$ cat src/rtl/sobel_seq_pkg.sv
// -----------------------------------------------------------------------------
// sobel_seq_pkg
// Shared types and defaults for the Sobel stage sequencer:
//   - seq_state_t    : sequencer FSM state encoding
//   - SEQ_NUM_STAGES : default number of sequenced stages
//   - SEQ_CNT_W      : default width of a per-stage profiling counter
//   - stage_idx_t    : stage index type for the default stage count
// -----------------------------------------------------------------------------
package sobel_seq_pkg;

  localparam int SEQ_NUM_STAGES = 4;
  localparam int SEQ_CNT_W      = 32;

  typedef logic [$clog2(SEQ_NUM_STAGES)-1:0] stage_idx_t;

  typedef enum logic [1:0] {
    ST_IDLE   = 2'd0,
    ST_LAUNCH = 2'd1,
    ST_WAIT   = 2'd2,
    ST_DONE   = 2'd3
  } seq_state_t;

endpackage

$ cat src/rtl/sobel_seq_next_stage.sv
// -----------------------------------------------------------------------------
// sobel_seq_next_stage
// Combinational priority encoder: returns the lowest set mask bit strictly
// above the current index. The current index is signed so that -1 selects
// the lowest set bit overall (first-stage pick at run start).
// Ports:
//   mask     in  NUM_STAGES  stage enable bits
//   cur_idx  in  IDX_W+1     current index, signed (-1 = before stage 0)
//   nxt_idx  out IDX_W       next enabled stage index (0 when none)
//   nxt_vld  out 1           a next enabled stage exists
// -----------------------------------------------------------------------------
module sobel_seq_next_stage #(
  parameter int NUM_STAGES = 4,
  parameter int IDX_W      = 2
) (
  input  logic [NUM_STAGES-1:0] mask,
  input  logic signed [IDX_W:0] cur_idx,
  output logic [IDX_W-1:0]      nxt_idx,
  output logic                  nxt_vld
);

  // Scan downward so the lowest qualifying index is the last one written.
  always_comb begin
    nxt_idx = '0;
    nxt_vld = 1'b0;
    for (int i = NUM_STAGES - 1; i >= 0; i--) begin
      if (mask[i] && (i > int'(cur_idx))) begin
        nxt_idx = IDX_W'(i);
        nxt_vld = 1'b1;
      end
    end
  end

endmodule

$ cat src/rtl/sobel_stage_sequencer.sv
// -----------------------------------------------------------------------------
// sobel_stage_sequencer
// Runs the enabled Sobel pipeline stages in index order under one block-level
// ap_ctrl_hs handshake, flags stray stage completions, and optionally profiles
// the cycles spent in each stage.
// Optional feature macro: SOBEL_SEQ_PROFILE_EN (per-stage cycle counters).
// Ports:
//   ap_clk, ap_rst_n      clock, asynchronous active-low reset
//   ap_start              block start, sampled in IDLE only
//   ap_done / ap_ready    one-cycle completion pulse (identical)
//   ap_idle               high while IDLE
//   stg_mask              stage enables, latched on accepted start
//   stg_start             one-hot start to the active stage
//   stg_ready, stg_done   per-stage handshake returns
//   cur_stage             active stage index, 0 when idle
//   err                   sticky stray-done flag, cleared on accepted start
//   prof_clr              synchronous clear of the profiling counters
//   prof_cycles           per-stage cycle counts, stage 0 in the LSBs
// All outputs decode registered state only.
// -----------------------------------------------------------------------------
module sobel_stage_sequencer
  import sobel_seq_pkg::*;
#(
  parameter int NUM_STAGES = SEQ_NUM_STAGES,
  parameter int CNT_W      = SEQ_CNT_W
) (
  input  logic                          ap_clk,
  input  logic                          ap_rst_n,
  input  logic                          ap_start,
  output logic                          ap_done,
  output logic                          ap_ready,
  output logic                          ap_idle,
  input  logic [NUM_STAGES-1:0]         stg_mask,
  output logic [NUM_STAGES-1:0]         stg_start,
  input  logic [NUM_STAGES-1:0]         stg_ready,
  input  logic [NUM_STAGES-1:0]         stg_done,
  output logic [$clog2(NUM_STAGES)-1:0] cur_stage,
  output logic                          err,
  input  logic                          prof_clr,
  output logic [NUM_STAGES*CNT_W-1:0]   prof_cycles
);

  localparam int IDX_W = $clog2(NUM_STAGES);

  seq_state_t            state, state_nxt;
  logic [IDX_W-1:0]      idx, idx_nxt;
  logic [NUM_STAGES-1:0] mask_q, mask_nxt;
  logic                  err_nxt;
  logic                  start_acc;
  logic                  complete;
  logic                  stray;

  logic [NUM_STAGES-1:0] idx_onehot;
  logic [NUM_STAGES-1:0] enc_mask;
  logic signed [IDX_W:0] enc_cur;
  logic [IDX_W-1:0]      enc_idx;
  logic                  enc_vld;

  assign idx_onehot = NUM_STAGES'(1) << idx;

  // In IDLE the encoder looks at the live mask from "before stage 0" to pick
  // the first stage; otherwise it advances past idx within the latched mask.
  assign enc_mask = (state == ST_IDLE) ? stg_mask : mask_q;
  assign enc_cur  = (state == ST_IDLE) ? '1 : {1'b0, idx};

  sobel_seq_next_stage #(
    .NUM_STAGES (NUM_STAGES),
    .IDX_W      (IDX_W)
  ) u_next_stage (
    .mask    (enc_mask),
    .cur_idx (enc_cur),
    .nxt_idx (enc_idx),
    .nxt_vld (enc_vld)
  );

  always_ff @(posedge ap_clk or negedge ap_rst_n) begin
    if (!ap_rst_n) begin
      state  <= ST_IDLE;
      idx    <= '0;
      mask_q <= '0;
      err    <= 1'b0;
    end else begin
      state  <= state_nxt;
      idx    <= idx_nxt;
      mask_q <= mask_nxt;
      err    <= err_nxt;
    end
  end

  always_comb begin
    state_nxt = state;
    idx_nxt   = idx;
    mask_nxt  = mask_q;
    err_nxt   = err;
    start_acc = 1'b0;
    complete  = 1'b0;
    stray     = 1'b0;

    case (state)
      ST_IDLE: begin
        if (ap_start) begin
          start_acc = 1'b1;
          mask_nxt  = stg_mask;
          err_nxt   = 1'b0;
          if (enc_vld) begin
            idx_nxt   = enc_idx;
            state_nxt = ST_LAUNCH;
          end else begin
            state_nxt = ST_DONE;
          end
        end
      end
      ST_LAUNCH: begin
        // A done arriving together with ready is a completed stage.
        if (stg_ready[idx]) begin
          if (stg_done[idx]) complete = 1'b1;
          else               state_nxt = ST_WAIT;
        end
      end
      ST_WAIT: begin
        if (stg_done[idx]) complete = 1'b1;
      end
      ST_DONE: begin
        state_nxt = ST_IDLE;
        idx_nxt   = '0;
      end
      default: begin
        state_nxt = ST_IDLE;
        idx_nxt   = '0;
      end
    endcase

    // Back-to-back launch of the next enabled stage, no idle cycle between.
    if (complete) begin
      if (enc_vld) begin
        idx_nxt   = enc_idx;
        state_nxt = ST_LAUNCH;
      end else begin
        state_nxt = ST_DONE;
      end
    end

    // Any done outside a running stage, or from a non-active stage, is stray.
    if ((state == ST_IDLE) || (state == ST_DONE)) stray = |stg_done;
    else                                          stray = |(stg_done & ~idx_onehot);
    if (stray) err_nxt = 1'b1;
  end

  assign ap_idle   = (state == ST_IDLE);
  assign ap_done   = (state == ST_DONE);
  assign ap_ready  = ap_done;
  assign stg_start = (state == ST_LAUNCH) ? idx_onehot : '0;
  assign cur_stage = idx;

`ifdef SOBEL_SEQ_PROFILE_EN
  logic [CNT_W-1:0] cnt [NUM_STAGES];
  logic             stage_active;

  assign stage_active = (state == ST_LAUNCH) || (state == ST_WAIT);

  // Clear beats increment; counters stick at all-ones.
  always_ff @(posedge ap_clk or negedge ap_rst_n) begin
    if (!ap_rst_n) begin
      for (int i = 0; i < NUM_STAGES; i++) cnt[i] <= '0;
    end else begin
      for (int i = 0; i < NUM_STAGES; i++) begin
        if (prof_clr || start_acc) begin
          cnt[i] <= '0;
        end else if (stage_active && (idx == IDX_W'(i)) && (cnt[i] != '1)) begin
          cnt[i] <= cnt[i] + CNT_W'(1);
        end
      end
    end
  end

  for (genvar g = 0; g < NUM_STAGES; g++) begin : g_prof
    assign prof_cycles[g*CNT_W +: CNT_W] = cnt[g];
  end
`else
  logic unused_prof;
  assign unused_prof = prof_clr ^ start_acc;
  assign prof_cycles = '0;
`endif

endmodule

$ cat config.mk
export PLATFORM = sky130hd
export DESIGN_NAME = sobel_stage_sequencer
export DESIGN_NICKNAME = d
export VERILOG_FILES = /design/src/rtl/sobel_seq_pkg.sv /design/src/rtl/sobel_seq_next_stage.sv /design/src/rtl/sobel_stage_sequencer.sv
export SDC_FILE = /design/constraint.sdc
export NUM_CORES = 1
export LEC_CHECK = 0
export CAP_MARGIN = 0
export CORE_AREA = 8 8 87 89
export DETAILED_ROUTE_END_ITERATION = 12
export DIE_AREA = 0 0 95 97
export PLACE_DENSITY = 0.83
export SLEW_MARGIN = 15
export SYNTH_ARGS = -nofsm -noshare
export SYNTH_HDL_FRONTEND = slang
export SYNTH_SLANG_ARGS = --single-unit
$ cat constraint.sdc
create_clock -name ap_clk -period 1.7 [get_ports ap_clk]
set_clock_uncertainty 0.2 [all_clocks]
set_input_delay 0.34 -clock ap_clk [delete_from_list [all_inputs] [get_ports ap_clk]]
set_output_delay 0.34 -clock ap_clk [all_outputs]
set_load 0.005 [all_outputs]
======== Yosys cells after proc, flatten, opt, wreduce, memory -nomap -nowiden ========
Cells that the tools add are included.
cells by class
  shift operators ......................... 1
  reductions and logical operators ........ 14
  equality and inequality tests ........... 6
  bitwise gates (word level) .............. 2
  muxes and demuxes ....................... 33
  $lt $le $gt $ge ......................... 5
operators by type and width
  kind                   count
  $mux W2                13
  $mux W1                12
  $mux W4                2
  $reduce_or A4 Y1       2
  $gt A3 B3 Y1 const A   2
  $ne A3 B3 Y1 const B   2
  $pmux W2 S3            1
  $and A4 B4 Y4          1
  $bmux W1 S2            2
  $eq A2 B2 Y1 const B   2
  $logic_and A1 B1 Y1    4
  $not A4 Y4             1
  $pmux W2 S2            1
  $reduce_and A2 Y1      2
  $reduce_and A4 Y1      1
  $reduce_bool A2 Y1     2
  $reduce_bool A4 Y1     1
  $shl A1 B2 Y4 const A  1
  $gt A1 B3 Y1 const A   1
  $gt A2 B3 Y1 const A   1
  $lt A2 B3 Y1 const B   1
  $mux W3                1
  $ne A3 B2 Y1 const B   1
  $eq A2 B1 Y1 const B   1
  other kinds (3)        3
storage, ports and cells
  output and inout port bits .............. 138
  register bits after elaboration ......... 9
  input bits .............................. 16

======== Depth between registers and ports, before layout ========
Gate-level depths: netlist of the first run.
  word-level depth ........................ 13
  gate-level depth with buffers ........... 8
  mapped depth without buffers ............ 7

======== Modules after synthesis ========
Synthesis of the first run repeated with hierarchy kept, for this count alone.
unflattened totals
  cell total of the unflattened synthesis .. 223
  area total of the unflattened synthesis .. 1833.0 sq um
by module, submodules not included
  module                 times used  area an instance (sq um)  cells each  sequential area each (sq um)
  sobel_stage_sequencer  1           1735.4                    208         225.2
  sobel_seq_next_stage   1           97.6                      15          0.0

======== Worst setup path before layout of the first run ========
OpenSTA, ideal clock, no wires.
  kind .................................... reg-to-reg
  start point ............................. register state[1]
  end point ............................... register state[0]
  stages on the path, launching flop included .. 8
  path buffers ............................ 0
  data arrival time ....................... 1.496 ns
  library setup time ...................... 0.136 ns
  slack ................................... -0.132 ns
  cell sequence ........................... dfrtp_1 > inv_1 > ha_1 > or2b_4 > o22a_1 > o22ai_1 > and3b_1 > o21ai_1
between the ends
  longest elaborated chain between the ends .. 4
ends and longest elaborated chain
  element                                               RTL line                     source
  from (decl)                                           sobel_stage_sequencer.sv:45  seq_state_t state, state_nxt;
  from (signal assigned)                                sobel_stage_sequencer.sv:83  state <= state_nxt;
  $eq A2 B2 Y1 / $eq A2 B1 Y1 (equally long branches)   sobel_stage_sequencer.sv:99  case (state)
  $pmux W1 S2                                           sobel_stage_sequencer.sv:99
  $ne A3 B3 Y1 (no line), or another cell as far along  n/a
  $reduce_and A4 Y1 (no line)                           n/a
Parallel ways exist; a longest one is shown, timed or not.
A chain may end at the register's enable or synchronous reset.

======== Worst setup path in the final report of the first run ========
  start point ............................. register state[1]
  end point ............................... output stg_start[0]
between the ends
  longest elaborated chain between the ends .. 2
ends and longest elaborated chain
  element       RTL line                      source
  $eq A2 B1 Y1  sobel_stage_sequencer.sv:152  assign stg_start = (state == ST_LAUNCH) ? idx_onehot : '0;
  $mux W4       sobel_stage_sequencer.sv:152
  to (decl)     sobel_stage_sequencer.sv:34   output logic [NUM_STAGES-1:0] stg_start,
No other way between the ends.

==> results of run 1 <==
==> flip-flops by register name, summed over array words and instances (netlist names) <==
register   flops
cur_stage      2
state          2
err            1
mask_q         3
==> layout by cell type, fill, tap and decap left out, types with 2 or more instances in the layout <==
cell and instances:
o21ai_1 3, o22ai_4 2, nor2_1 5, buf_6 14
buf_2 6, mux2i_1 2, a22oi_2 3, nand2_1 5
nand2b_1 2, clkdlybuf4s50_1 11, mux2i_4 2, nor2_2 3
nand3b_1 2, o21ai_0 4, a21oi_1 3, dfrtp_1 7
ha_4 3, nand2_4 2, buf_4 15, mux2_4 3
nor2b_1 2, conb_1 128, inv_4 3, nand3_1 2
clkbuf_8 3, dlygate4sd2_1 5, a21oi_2 2
==> how the worst max path moves through the flow <==
stage | cells past startpoint | start | slack (ps) | end
after floorplan | 7 | state[1] | -50 | cur_stage[1]
after global placement | 5 | stg_done[3] | -340 | state[0]
after detailed placement | 6 | stg_mask[0] | -420 | state[1]
after CTS | 5 | state[1] | -150 | stg_start[0]
after global routing | 5 | state[1] | -220 | stg_start[1]
final | 5 | state[1] | -140 | stg_start[0]
==> stage by stage <==
step	area (sq um)	worst slack [ps]
after floorplan	2190	-50.1
after global placement	1670	-336
after detailed placement	1670	-422
after CTS	1900	-149
after global routing	1970	-216
final	1970	-142
==> kinds of logic (layout without fill, tap and decap cells) <==
group | count (synthesis) | count (layout)
compound gates | 24 | 24
fa+ha+maj | 4 | 4
buf+inv | 136 | 61
flops | 8 | 8
mux | 8 | 8
other cells | 1 | 128
simple gates | 29 | 29
==> timing repair <==
item | 4_1_cts | 5_1_grt
endpoints found under the setup margin | 16 | 14
buffers inserted | 8 | 5
resized for setup | 72 | 18
pin swaps | 8 | 7
==> metal layers <==
metal	up-vias	share of wire
li1	524	-
met1	518	0.30
met2	100	0.53
met3	2	0.16
met4	0	0.0065
met5	-	0
==> power groups by stage <==
stage / Clock [mW] / Combinational [mW] / Sequential, mW
after global placement: 0 / 1.38 / 0.341
final: 0.233 / 2.03 / 0.349
after detailed placement: 0 / 1.44 / 0.349
after global routing: 0.259 / 2.22 / 0.360
after floorplan: 0 / 1.12 / 0.339
after CTS: 0.246 / 1.81 / 0.346
==> layout make-up <==
type | instances | area (sq um) | share of cell area
clock buffers | 3 | 41.3 | 0.0210
repair buffers | 53 | 489 | 0.248
inverters | 5 | 26.3 | 0.0133
flip-flops and latches | 8 | 201 | 0.102
multi-input cells | 193 | 1120 | 0.566
well taps | 77 | 96.3 | 0.0489
==> results.md, run 1 <==
| Result | Value | Unit |
|---|---|---|
| Data arrival time at the worst-slack endpoint | 1300 | ps |
| Final HPWL from detailed placement | 3.41 | mm |
| Gate power share | 0.778 | - |
| Pin count of the biggest net entering global routing | 9 | - |
| Leakage power | 1.04 | nW |
| Top_reg_cell synth | dfrtp_1 | - |
| Area share of fa/ha/maj cells after synthesis | 0.0299 | - |
| Type of the tightest min-delay check | primary input to async pin | - |
| Fraction of synthesized area in multiplexers | 0.0575 | - |
| Placer Congestion | 0.769 | - |
| Final-report hold violation count | 0 | - |
| Failing checks | negative setup slack | - |
| Average cell area after synthesis | 7.97 | sq um |
| Register-to-Register Setup Slack | -120 | ps |
| Number of max-slew violations in the final report | 0 | - |
| Max IR drop VDD | 1.00 | mV |
| Initial Utilization | 0.270 | - |
| Area fraction of the dominant cell type after synthesis | 0.578 | - |
| Proportion of power drawn by the clock network | 0.089 | - |
| WP data required | 1160 | ps |
| Number of distinct library cell variants in the gate-level netlist after synthesis | 32 | - |
| Most area-consuming cells after synthesis | buf_4, dfrtp_1, ha_1 | - |
| Count of buffers inserted at the top-level ports | 24 | - |
| Dominant combinational cell family by area after synthesis | buffers and inverters | - |
| Met1 Use GR | 0.0790 | - |
| Overall global routing resource usage | 0.0812 | - |
| Dominant cell by count in the synthesized netlist | buf_4 | - |
| GR Layer Usage met3 | 0.0402 | - |
| Largest area contributor in the netlist | buf_4 | - |
| Proportion of register bits with asynchronous set or reset after synthesis | 1.00 | - |
| Most used routing layer | met2 | - |
| Internal Pwr Total | 1.53 | mW |
| EDFF count, synth | 0 | - |
| Final TNS setup | -796 | ps |
| Depth of the most critical reg-to-reg path | 8 | - |
| Post-CTS clock slew at the launch and capture registers of the worst setup and hold paths | 40 | ps |
| Worst Setup End Kind | output port | - |
| Total via count in the routed design | 1,144 | - |
| Worst path slowest cell | dfrtp_1 | - |
| Post-Synth Simple-Gate Area | 0.0912 | - |
| Vias in the first global route | 1,248 | - |
| Post-layout minimum cycle time | 1840 | ps |
| Non-filler instance count after layout | 339 | - |
| Clock tree from TritonCTS | yes | - |
| Post-route antenna net violation count | 0 | - |
| Critical path's top delay family | flip-flops | - |
| Maximum Capacitance Violations | 0 | - |
| Hold bufs inserted after CTS | 0 | - |
| Y dimension of the die | 97 | um |
| Post-layout net count | 284 | - |
| Most frequent cells after synthesis | buf_4, dfrtp_1, nor2_1 | - |
| Number of synthesis warnings | 0 | - |
| Syn-to-layout area delta | 17.7 | % |
| Power consumption | 2.62 | mW |
| Antenna violations before repair | 0 | - |
| Final number of setup-violating endpoints | 9 | - |
| Met2 Use GR | 0.149 | - |
| H-Tree Depth | 1 | - |
| Syn Inst Count | 210 | - |
| Routed via count divided by cell count | 3.37 | - |
| Cts bufs inserted | 3 | - |
| Antenna Diode Count | 0 | - |
| Total die area | 9220 | sq um |
| Initial detailed-routing violation count | 74 | - |
| WP buf/inv | 2 | - |
| Share of the clock period used by the worst path after layout | 1.08 | - |
| First-pass DRT Iterations | 4 | - |
| Status | finished with violations | - |
| Number of placement rows | 29 | - |
| DRC viols | 0 | - |
| Cell at the root of the clock tree | clkbuf_8 | - |
| First-pass GRT wire length | 6.00 | mm |
| I/O pin cnt | 154 | - |
| Flip-flop and latch count after synthesis | 8 | - |
| Count of clock tree sinks | 8 | - |
| Placed cells | 325 | - |
| Post-synthesis sequential area ratio | 0.120 | - |
| CTS max path bufs | 2 | - |
| Critical R2R Launch | state[0] | - |
| Core ar. | 6200 | sq um |
| Proportion of layout cells with a drive suffix above 1 | 0.271 | - |
| Die width | 95 | um |
| Complex-gate fraction of the synthesized area | 0.0964 | - |
| Seq pwr share | 0.134 | - |
| Final standard cell utilization of the core | 0.318 | - |
| Crit path cell chain | inv_2 -> ha_4 -> or2b_4 -> nor2_2 -> buf_2 | - |
| Startpoint class of the critical path | flip-flop | - |
| PnR worst setup slack | -142 | ps |
| Destination of the worst register-to-register timing path | cur_stage[1] | - |
| Sw Pwr | 1.09 | mW |
| PwrDens | 1330 | nW/um^2 |
| Netlist area before placement | 1670 | sq um |
| RSZ-0062 raised after global routing | true | - |
| Xor and xnor area share after synthesis | 0 | - |
| Biggest fanout along the worst timing path | 4 | - |
| Switching Share | 0.417 | - |
| Filler Cells Inserted | 646 | - |
| Total wirelength of the detailed-routed design | 4.14 | mm |
| Classification of the worst setup path | flip-flop to output port | - |
| Smallest hold slack | 210 | ps |
| Average detailed-routed wire length per instance | 12.2 | um |
| Biggest cell delay along the critical path | 380 | ps |
| Worst skew pair latency | 230 | ps |
| Overall overflow remaining after global route | 0 | - |
| Maximum clock rate | 543 | MHz |
No activity file was read; power rests on OpenSTA's default activity.
==> run 2: changes to the inputs <==
--- a/config.mk
+++ b/config.mk
@@ -6,11 +6,10 @@
 export NUM_CORES = 1
 export LEC_CHECK = 0
 export CAP_MARGIN = 0
-export CORE_AREA = 8 8 87 89
+export CORE_AREA = 8 8 83 85
 export DETAILED_ROUTE_END_ITERATION = 12
-export DIE_AREA = 0 0 95 97
-export PLACE_DENSITY = 0.83
-export SLEW_MARGIN = 15
+export DIE_AREA = 0 0 91 93
+export PLACE_DENSITY = 0.86
 export SYNTH_ARGS = -nofsm -noshare
 export SYNTH_HDL_FRONTEND = slang
 export SYNTH_SLANG_ARGS = --single-unit
==> constraint.sdc (replaced) <==
create_clock -name ap_clk -period 1.9 [get_ports ap_clk]
set_clock_uncertainty 0.2 [all_clocks]
set_input_delay 0.38 -clock ap_clk [delete_from_list [all_inputs] [get_ports ap_clk]]
set_output_delay 0.38 -clock ap_clk [all_outputs]
set_load 0.005 [all_outputs]
==> run 2 against run 1 <==
Net effect:
- the flow now finishes without violations
- worst setup slack improved by 140 ps
- critical path depth unchanged
- first-iteration DRC count decreased by 36%
- total power decreased by 29%
- sequential power decreased by 13%
- hold slack improved by 17 ps
- clock-buffer cell count unchanged
- routed wire length decreased by 13%
- global-route usage decreased by 0.072 points
- die area decreased by 8.2%
- via count decreased by 3.9%
- cell count decreased by 3.2%
- critical path type unchanged
- largest cell class unchanged
- largest power group unchanged
==> results.md, run 2 (synthesis gave the netlist of run 1 again) <==
| Result | Value | Unit | Delta |
|---|---|---|---|
| Status | complete, no violations | - |  |
| Max IR drop VDD | 0.489 | mV | -51% |
| Die width | 91 | um | -4.2% |
| PnR worst setup slack | 1.99 | ps | +144 ps |
| PwrDens | 1060 | nW/um^2 | -20% |
| Vias in the first global route | 1,196 | - | -4.2% |
| WP data required | 1320 | ps | +160 ps |
| First-pass DRT Iterations | 4 | - | unchanged |
| Cell area reported after detailed placement | 1610 | sq um | -3.3% |
| Biggest fanout along the worst timing path | 4 | - | unchanged |
| Classification of the worst setup path | flip-flop to output port | - |  |
| Cell at the root of the clock tree | clkbuf_8 | - |  |
| Leakage power | 0.950 | nW | -9.0% |
| Final standard cell utilization of the core | 0.305 | - | -0.0123 |
| Core ar. | 5680 | sq um | -8.5% |
| Worst Setup End Kind | output port | - |  |
| I/O pin cnt | 154 | - | unchanged |
| Final number of setup-violating endpoints | 0 | - | -9 |
| Maximum Capacitance Violations | 0 | - | unchanged |
| Post-place setup slack | -269 | ps | +153 ps |
| Worst skew pair latency | 230 | ps | about the same |
| Leading cell type in the layout, fill and taps excluded | conb_1 | - |  |
| Antenna Diode Count | 0 | - | unchanged |
| Number of max-slew violations in the final report | 0 | - | unchanged |
| Post-route antenna net violation count | 0 | - | unchanged |
| Y dimension of the die | 93 | um | -4.1% |
| Total die area | 8460 | sq um | -8.2% |
| Cts bufs inserted | 3 | - | unchanged |
| Average detailed-routed wire length per instance | 11.0 | um | -10% |
| Number of placement rows | 28 | - | -3.4% |
| Syn-to-layout area delta | 3.51 | % |  |
| Proportion of layout cells with a drive suffix above 1 | 0.202 | - | -0.0694 |
| Post-Layout Inst Area | 1730 | sq um | -12% |
| Startpoint class of the critical path | flip-flop | - |  |
| Pin count of the biggest net entering global routing | 9 | - | unchanged |
| Maximum clock rate | 527 | MHz |  |
| H-Tree Depth | 1 | - | unchanged |
| Overall global routing resource usage | 0.0805 | - | -0.000722 |
| First-pass GRT wire length | 5.78 | mm | -3.7% |
| Combined area of the multi-input logic cells | 1000 | sq um | -10% |
| DRC viols | 0 | - | unchanged |
| Power consumption | 1.84 | mW | -29% |
| Data arrival time at the worst-slack endpoint | 1320 | ps | +20 ps |
| Total wirelength of the detailed-routed design | 3.59 | mm | -13% |
| Final-report hold violation count | 0 | - | unchanged |
| Hold bufs inserted after CTS | 0 | - | unchanged |
| Filler Cells Inserted | 626 | - | -3.1% |
| Share of the clock period used by the worst path after layout | 0.999 | - |  |
| Overall overflow remaining after global route | 0 | - | unchanged |
| FF+latch area | 203 | sq um | +0.62% |
| Number of flip-flops under the largest register name | 3 | - | unchanged |
| CTS max path bufs | 2 | - | unchanged |
| Post-layout minimum cycle time | 1900 | ps |  |
| Placer Congestion | 0.783 | - | +1.9% |
| RSZ-0062 raised after global routing | true | - |  |
| Initial detailed-routing violation count | 47 | - | -36% |
| Post-CTS clock slew at the launch and capture registers of the worst setup and hold paths | 40 | ps | about the same |
| Type of the tightest min-delay check | primary input to async pin | - |  |
| Count of buffers inserted at the top-level ports | 24 | - | unchanged |
| Total via count in the routed design | 1,099 | - | -3.9% |
| Most used cells in the layout excluding fill and tap cells | conb_1, buf_4, clkdlybuf4s50_1 | - |  |
| Routed via count divided by cell count | 3.35 | - | -0.71% |
| Smallest hold slack | 227 | ps | +16.9 ps |
| Antenna violations before repair | 0 | - | unchanged |
| Final HPWL from detailed placement | 3.15 | mm | -7.7% |
| Clock tree from TritonCTS | yes | - |  |
| Initial Utilization | 0.295 | - | +0.0252 |
| Register with the most flip-flops | mask_q | - |  |
| Count of clock tree sinks | 8 | - | unchanged |
| Post-layout net count | 275 | - | -3.2% |
==> run 2: power by group <==
part / switching [mW] / internal (mW)
logic: 0.646 / 0.687
clock network: 0.0699 / 0.138
registers: 0.0588 / 0.246
==> run 2: per-layer routing <==
layer  routed length (um)  track usage  vias to the layer above
li1                     -            -                      506
met1                 1300       0.0802                      495
met2                 1720        0.129                       94
met3                  540       0.0593                        4
met4                   38       0.0273                        0
met5                    0            0                        -
==> run 2: worst paths after layout <==
path	depth (start not counted)	slack (ps)	end	startpoint
worst max-delay path	5	2	stg_start[0]	state[1]
worst min-delay path	1	230	mask_q[1]	ap_rst_n
worst max register to register	8	2	cur_stage[1]	state[1]
worst min register to register	2	280	err	err
max in group asynchronous	1	990	cur_stage[1]	ap_rst_n
min in group ap_clk	2	280	err	err
==> run 2: timing repair <==
item                       4_1_cts  5_1_grt
setup endpoints to repair       12       10
gates resized for setup         18       21
buffers inserted                 1        3
pin swaps                        0        3
==> run 2: area by class of cell <==
| class | count | area share |
|---|---|---|
| multi-input cells | 193 | 0.578 |
| well taps | 75 | 0.0542 |
| repair buffers | 44 | 0.216 |
| inverters | 5 | 0.0108 |
| flip-flops and latches | 8 | 0.117 |
| clock buffers | 3 | 0.0238 |
==> run 2: worst max-delay path, cell delays in order (launching register included) <==
cell and delay, ps:
dfrtp_1 380, inv_2 60, ha_2 170, or2b_4 280
nor2_1 80, buf_2 110
==> run 2: metrics by stage <==
| stage | instances | TNS, ps |
|---|---|---|
| 3_5_place_dp | 321 | -1510 |
| 6_report | 328 | 0 |
| 2_1_floorplan | 337 | 0 |
| 4_1_cts | 325 | -417 |
| 3_3_place_gp | 321 | -1120 |
| 5_1_grt | 328 | -406 |
==> run 3: changes to the inputs <==
--- a/config.mk
+++ b/config.mk
@@ -9,7 +9,8 @@
 export CORE_AREA = 8 8 83 85
 export DETAILED_ROUTE_END_ITERATION = 12
 export DIE_AREA = 0 0 91 93
-export PLACE_DENSITY = 0.86
+export HOLD_SLACK_MARGIN = 0.03
+export PLACE_DENSITY = 0.87
 export SYNTH_ARGS = -nofsm -noshare
 export SYNTH_HDL_FRONTEND = slang
 export SYNTH_SLANG_ARGS = --single-unit
==> run 3 against run 2 <==
Net effect:
- the flow now finishes with violations (negative setup slack)
- sequential share of layout area down 0.79 points
- hold slack better by 23 ps
- final area up 6.6%
- die area unchanged
- global-route usage down 0.42 points
- largest power group unchanged
- highest routed layer unchanged
==> results.md, run 3 (synthesis gave the netlist of run 1 again) <==
| Result | Value | Unit | Delta |
|---|---|---|---|
| Overall global routing resource usage | 0.0763 | - | -0.00422 |
| First-pass GRT wire length | 5.60 | mm | -3.0% |
| Total via count in the routed design | 1,107 | - | +0.73% |
| Worst skew pair latency | 230 | ps | about the same |
| Average detailed-routed wire length per instance | 11.1 | um | +1.0% |
| Final-report hold violation count | 0 | - | unchanged |
| Crit path cell chain | inv_2 -> ha_4 -> or2b_4 -> nor2_1 -> buf_2 | - |  |
| DRC viols | 0 | - | unchanged |
| Final number of setup-violating endpoints | 1 | - | +1 |
| Y dimension of the die | 93 | um | unchanged |
| Post-place setup slack | -235 | ps | +33.7 ps |
| Final HPWL from detailed placement | 3.09 | mm | -1.7% |
| PwrDens | 1080 | nW/um^2 | +1.8% |
| Destination of the worst register-to-register timing path | cur_stage[1] | - |  |
| Post-layout net count | 278 | - | +1.1% |
| Cell area reported after detailed placement | 1640 | sq um | +1.9% |
| Number of placement rows | 28 | - | unchanged |
| RSZ-0062 raised after global routing | true | - |  |
| Core ar. | 5680 | sq um | unchanged |
| Antenna Diode Count | 0 | - | unchanged |
| Overall overflow remaining after global route | 0 | - | unchanged |
| Leading cell type in the layout, fill and taps excluded | conb_1 | - |  |
| Placer Congestion | 0.900 | - | +15% |
| Data arrival time at the worst-slack endpoint | 1330 | ps | about the same |
| Depth of the most critical reg-to-reg path | 8 | - | unchanged |
| Maximum Capacitance Violations | 0 | - | unchanged |
| Pin count of the biggest net entering global routing | 9 | - | unchanged |
| Status | finished with violations | - |  |
| Failing checks | negative setup slack | - |  |
| WP data required | 1320 | ps | about the same |
| Count of buffers inserted at the top-level ports | 24 | - | unchanged |
| Final TNS setup | -14.2 | ps | -14.2 ps |
| Hold bufs inserted after CTS | 0 | - | unchanged |
| Final standard cell utilization of the core | 0.325 | - | +0.0201 |
| Classification of the worst setup path | flip-flop to output port | - |  |
| I/O pin cnt | 154 | - | unchanged |
| Cts bufs inserted | 3 | - | unchanged |
| Number of flip-flops under the largest register name | 3 | - | unchanged |
| Number of max-slew violations in the final report | 0 | - | unchanged |
| Initial Utilization | 0.295 | - | unchanged |
| Antenna violations before repair | 0 | - | unchanged |
| Initial detailed-routing violation count | 29 | - | -38% |
| Power consumption | 2.00 | mW | +8.5% |
| Post-layout minimum cycle time | 1910 | ps | +16.2 ps |
| Non-filler instance count after layout | 331 | - | +0.91% |
| Critical R2R Launch | state[0] | - |  |
| WP buf/inv | 2 | - | unchanged |
| Type of the tightest min-delay check | primary input to async pin | - |  |
| First-pass DRT Iterations | 4 | - | unchanged |
| Syn-to-layout area delta | 10.3 | % |  |
| Post-CTS clock slew at the launch and capture registers of the worst setup and hold paths | 40 | ps | about the same |
| Filler Cells Inserted | 611 | - | -2.4% |
| Total die area | 8460 | sq um | unchanged |
| CTS max path bufs | 2 | - | unchanged |
| Startpoint class of the critical path | flip-flop | - |  |
| Register with the most flip-flops | mask_q | - |  |
| Proportion of layout cells with a drive suffix above 1 | 0.219 | - | +0.0172 |
| Placed cells | 325 | - | +1.2% |
| Worst path slowest cell | dfrtp_1 | - |  |
| Worst Setup End Kind | output port | - |  |
| Post-Layout Inst Area | 1850 | sq um | +6.6% |
| Maximum clock rate | 522 | MHz | -0.84% |
| Cell at the root of the clock tree | clkbuf_8 | - |  |
| Smallest hold slack | 250 | ps | +23.1 ps |
| Biggest fanout along the worst timing path | 4 | - | unchanged |
| Count of clock tree sinks | 8 | - | unchanged |
| Biggest cell delay along the critical path | 380 | ps | about the same |
| Routed via count divided by cell count | 3.34 | - | -0.19% |
| Clock tree from TritonCTS | yes | - |  |
| Leakage power | 1.00 | nW | +5.5% |
| Critical path's top delay family | simple AND/OR/NAND/NOR gates | - |  |
| Vias in the first global route | 1,231 | - | +2.9% |
| Max IR drop VDD | 0.431 | mV | -12% |
| Die width | 91 | um | unchanged |
| Post-route antenna net violation count | 0 | - | unchanged |
| Total wirelength of the detailed-routed design | 3.66 | mm | +1.9% |
| PnR worst setup slack | -14.2 | ps | -16.2 ps |
| H-Tree Depth | 1 | - | unchanged |
| Share of the clock period used by the worst path after layout | 1.01 | - | +0.00851 |
| Register-to-Register Setup Slack | 50 | ps | +50 ps |
| Most used cells in the layout excluding fill and tap cells | conb_1, buf_4, clkdlybuf4s50_1 | - |  |
[run 3: final cells by class]
| class | instances | area (sq um) | share of cell area |
|---|---|---|---|
| Clock buffer | 3 | 41.3 | 0.0224 |
| Inverter | 5 | 21.3 | 0.0115 |
| Multi-Input combinational cell | 193 | 1070 | 0.581 |
| Sequential cell | 8 | 201 | 0.109 |
| Tap cell | 75 | 93.8 | 0.0508 |
| Timing Repair Buffer | 47 | 417 | 0.226 |
[run 3: worst register-to-register path: cells and delay by family, from the launching register on]
kind,cells,cell delay [ps]
flip-flops,1,420
AND/OR/NAND/NOR,2,360
AO/OA/AOI/OAI,2,330
buffers and inverters,3,320
adder cells (fa/ha/maj),1,150
[run 3: what timing repair did]
item,CTS,global route
gates resized for setup,25,29
pin swaps,0,8
endpoints found under the setup margin,12,9
buffers inserted,2,1
[run 3: per-layer routing]
layer,routed length [um],share of wire,global-route usage
met4,15,0.0041,0.0232
met5,0,0,0
met1,1330,0.36,0.0736
met2,1780,0.49,0.130
met3,535,0.15,0.0513
[run 3: power by group]
group | switching, mW | leakage [nW] | internal, mW
Clock | 0.0666 | 0.0216 | 0.137
Combinational | 0.730 | 0.888 | 0.770
Sequential | 0.0536 | 0.0925 | 0.245
Total | 0.850 | 1.00 | 1.15
[run 3: how the worst max path moves through the flow]
| stage | start | depth (start not counted) | end |
|---|---|---|---|
| 5_1_grt | state[1] | 5 | stg_start[0] |
| 4_1_cts | state[1] | 5 | stg_start[1] |
| 3_3_place_gp | stg_done[3] | 5 | state[0] |
| 3_5_place_dp | stg_done[3] | 5 | state[0] |
| 2_1_floorplan | state[1] | 7 | state[0] |
| 6_report | state[1] | 5 | stg_start[0] |
==> RTL change: new RTL, settings of run 3 <==
The package constant `SEQ_CNT_W` goes from 32 to 40.
--- a/src/rtl/sobel_seq_pkg.sv
+++ b/src/rtl/sobel_seq_pkg.sv
@@ -11,3 +11,3 @@
   localparam int SEQ_NUM_STAGES = 4;
-  localparam int SEQ_CNT_W      = 32;
+  localparam int SEQ_CNT_W      = 40;
 
Ports: changed (resized prof_cycles); port bits go from 154 to 186. No check against the original RTL was run, so the function may have changed too.
==> RTL change against run 3 <==
- the run still ends with setup timing left
- utilization is 1.8 points higher
- via count increased by 8.5%
- synthesized area rose by 14%
- total power grew 5.6%
- sequential share of layout area down 0.58 points
- synthesized cell count rose by 15%
- critical endpoint is now cur_stage[0]$_DFF_PN0_
- non-clock buffer count fell by 2
- cell area up 5.6%
- setup slack better by 4.4 ps
- critical path depth up 3
- largest power group unchanged
- wire length grew 17%
- sequential power up 5%
- sequential cell count unchanged
==> RTL change: results (changes against run 3) <==
* Static Leak at 1.055 nW (+5.2%)
* Initial DRC count at 18 (-38%)
* Worst setup margin at -9.790 ps (+4.376 ps)
* Share of cells above drive strength 1 at 0.2028 (-0.01595)
* Vias in the first global route at 1378 (+12%)
* Synth cell count leaders: buf_4 (161), dfrtp_1 (8), nor2_1 (8)
* Synth area leaders: buf_4 (63%), dfrtp_1 (10%), ha_1 (2.6%), mux2i_1 (2.1%), mux2_2 (1.8%)
* NumNets Final at 308 (+11%)
* Post-synthesis sequential area ratio at 0.1046 (-0.01501)
* Dpl ws at -229.9 ps (+5.158 ps)
* CTS Buf Count at 3 (unchanged)
* Delay-heaviest family, CP: compound AO/OA/AOI/OAI gates
* Total routing usage reported by global routing at 0.09086 (+0.01456)
* Ys flop type: dfrtp_1
* CTS H-tree lvls at 1 (unchanged)
* Dpl hpwl at 3.664 mm (+18%)
* Met1 WL at 1.428 mm (+7.5%)
* IO Port Bufs at 24 (unchanged)
* TNS Setup at -13.10 ps (+1.067 ps)
* Status: finished with violations
* Arrival @ worst endpoint at 1850 ps (+520 ps)
* Clock Tree Root: clkbuf_8
* Switching component of the power at 915.3 uW (+7.7%)
* Violated checks: setup timing
* Top fanout value on the critical path at 7 (+3)
* Vias at 1201 (+8.5%)
* Peak supply drop at 0.7558 mV (+75%)
* Multiplexer share of the synthesized area at 0.05033 (-0.007222)
* RD Place Congestion at 0.8141 (-9.6%)
* Antenna diode count at 0 (unchanged)
* Complex-gate fraction of the synthesized area at 0.08431 (-0.01210)
* First-pass GRT wire length at 6.651 mm (+19%)
* Drt wl/cell at 11.87 um (+7.3%)
* Setup crit end: cur_stage[0]$_DFF_PN0_
* Synth Area in Adders at 0.02614 (-0.003752)
* Routed wl met2 at 2.203 mm (+24%)
* Final setup fails at 2 (+1)
* TritonRoute pass-1 iters at 4 (unchanged)
* WL met3 at 627 um (+17%)
==> RTL change: changes by cell type in the layout (fill, tap and decap cells not counted), sizes merged <==
| cell | before | now |
|---|---|---|
| conb | 128 | 160 |
| dlymetal6s2s | 4 | 0 |
| dlygate4sd2 | 3 | 2 |
| clkdlybuf4s50 | 13 | 15 |
| clkbuf | 3 | 4 |
| clkdlybuf4s15 | 1 | 2 |
| buf | 26 | 25 |
==> RTL change: worst min-delay path by stage <==
stage,to,slack [ps],cells after the start,startpoint
global placement,err$_DFFE_PN0P_,270,2,err$_DFFE_PN0P_
CTS,mask_q[1]$_DFFE_PN0P_,250,1,ap_rst_n
floorplan,cur_stage[0]$_DFF_PN0_,-120,0,ap_rst_n
detailed placement,err$_DFFE_PN0P_,280,2,err$_DFFE_PN0P_
finish,err$_DFFE_PN0P_,240,1,ap_rst_n
global route,state[0]$_DFFE_PN0P_,260,1,ap_rst_n
==> RTL change: per-stage QoR <==
| stage | area, um^2 | util | power (mW) | hold slack [ps] | cells |
|---|---|---|---|---|---|
| final | 1951 | 0.3437 | 2.113 | 237.9 | 361 |
| after global routing | 1951 | 0.3437 | 2.291 | 261.5 | 361 |
| after CTS | 1908 | 0.3362 | 1.977 | 253.6 | 361 |
| after detailed placement | 1757 | 0.3095 | 1.541 | 276.0 | 356 |
| after global placement | 1757 | 0.3095 | 1.494 | 271.0 | 356 |
| after floorplan | 2511 | - | 1.285 | -115.6 | 401 |
==> RTL change: area by class of cell <==
class	count	area (um^2)
Fill cell	613	3725
Multi-Input combinational cell	225	1206
Sequential cell	8	201.4
Inverter	5	18.77
Tap cell	75	93.84
Clock buffer	3	41.29
Timing Repair Buffer	45	389.1
==> RTL change: routing by layer <==
layer  track usage  vias up
li1              -      539
met1       0.08074      534
met2        0.1741      124
met3       0.05849        4
met4      0.008186        0
met5             0        -
==> RTL change: kinds of logic (layout without fill, tap and decap cells) <==
| kind of cell | Yosys count | count (layout) |
|---|---|---|
| other | 1 | 160 |
| muxes | 8 | 8 |
| and+or+nand+nor | 29 | 29 |
| buffers and inverters | 168 | 53 |
| AOI/OAI and AO/OA | 24 | 24 |
| adders and majority gates | 4 | 4 |
| DFF | 8 | 8 |
==> RTL change: repair_timing <==
action / in CTS / in global routing
hold endpoints to repair: 0 / 0
pin swaps: 5 / 8
resized for setup: 48 / 12
setup endpoints to repair: 12 / 9
setup buffers: 3 / 0
hold buffers: 0 / 0
gates cloned: 0 / 0
==> RTL change: power groups by stage <==
stage | Combinational (mW) | Sequential (mW) | Clock [mW]
6_report | 1.60 | 0.312 | 0.197
5_1_grt | 1.75 | 0.322 | 0.217
4_1_cts | 1.47 | 0.309 | 0.203
3_5_place_dp | 1.24 | 0.300 | 0
3_3_place_gp | 1.20 | 0.296 | 0
2_1_floorplan | 0.989 | 0.296 | 0
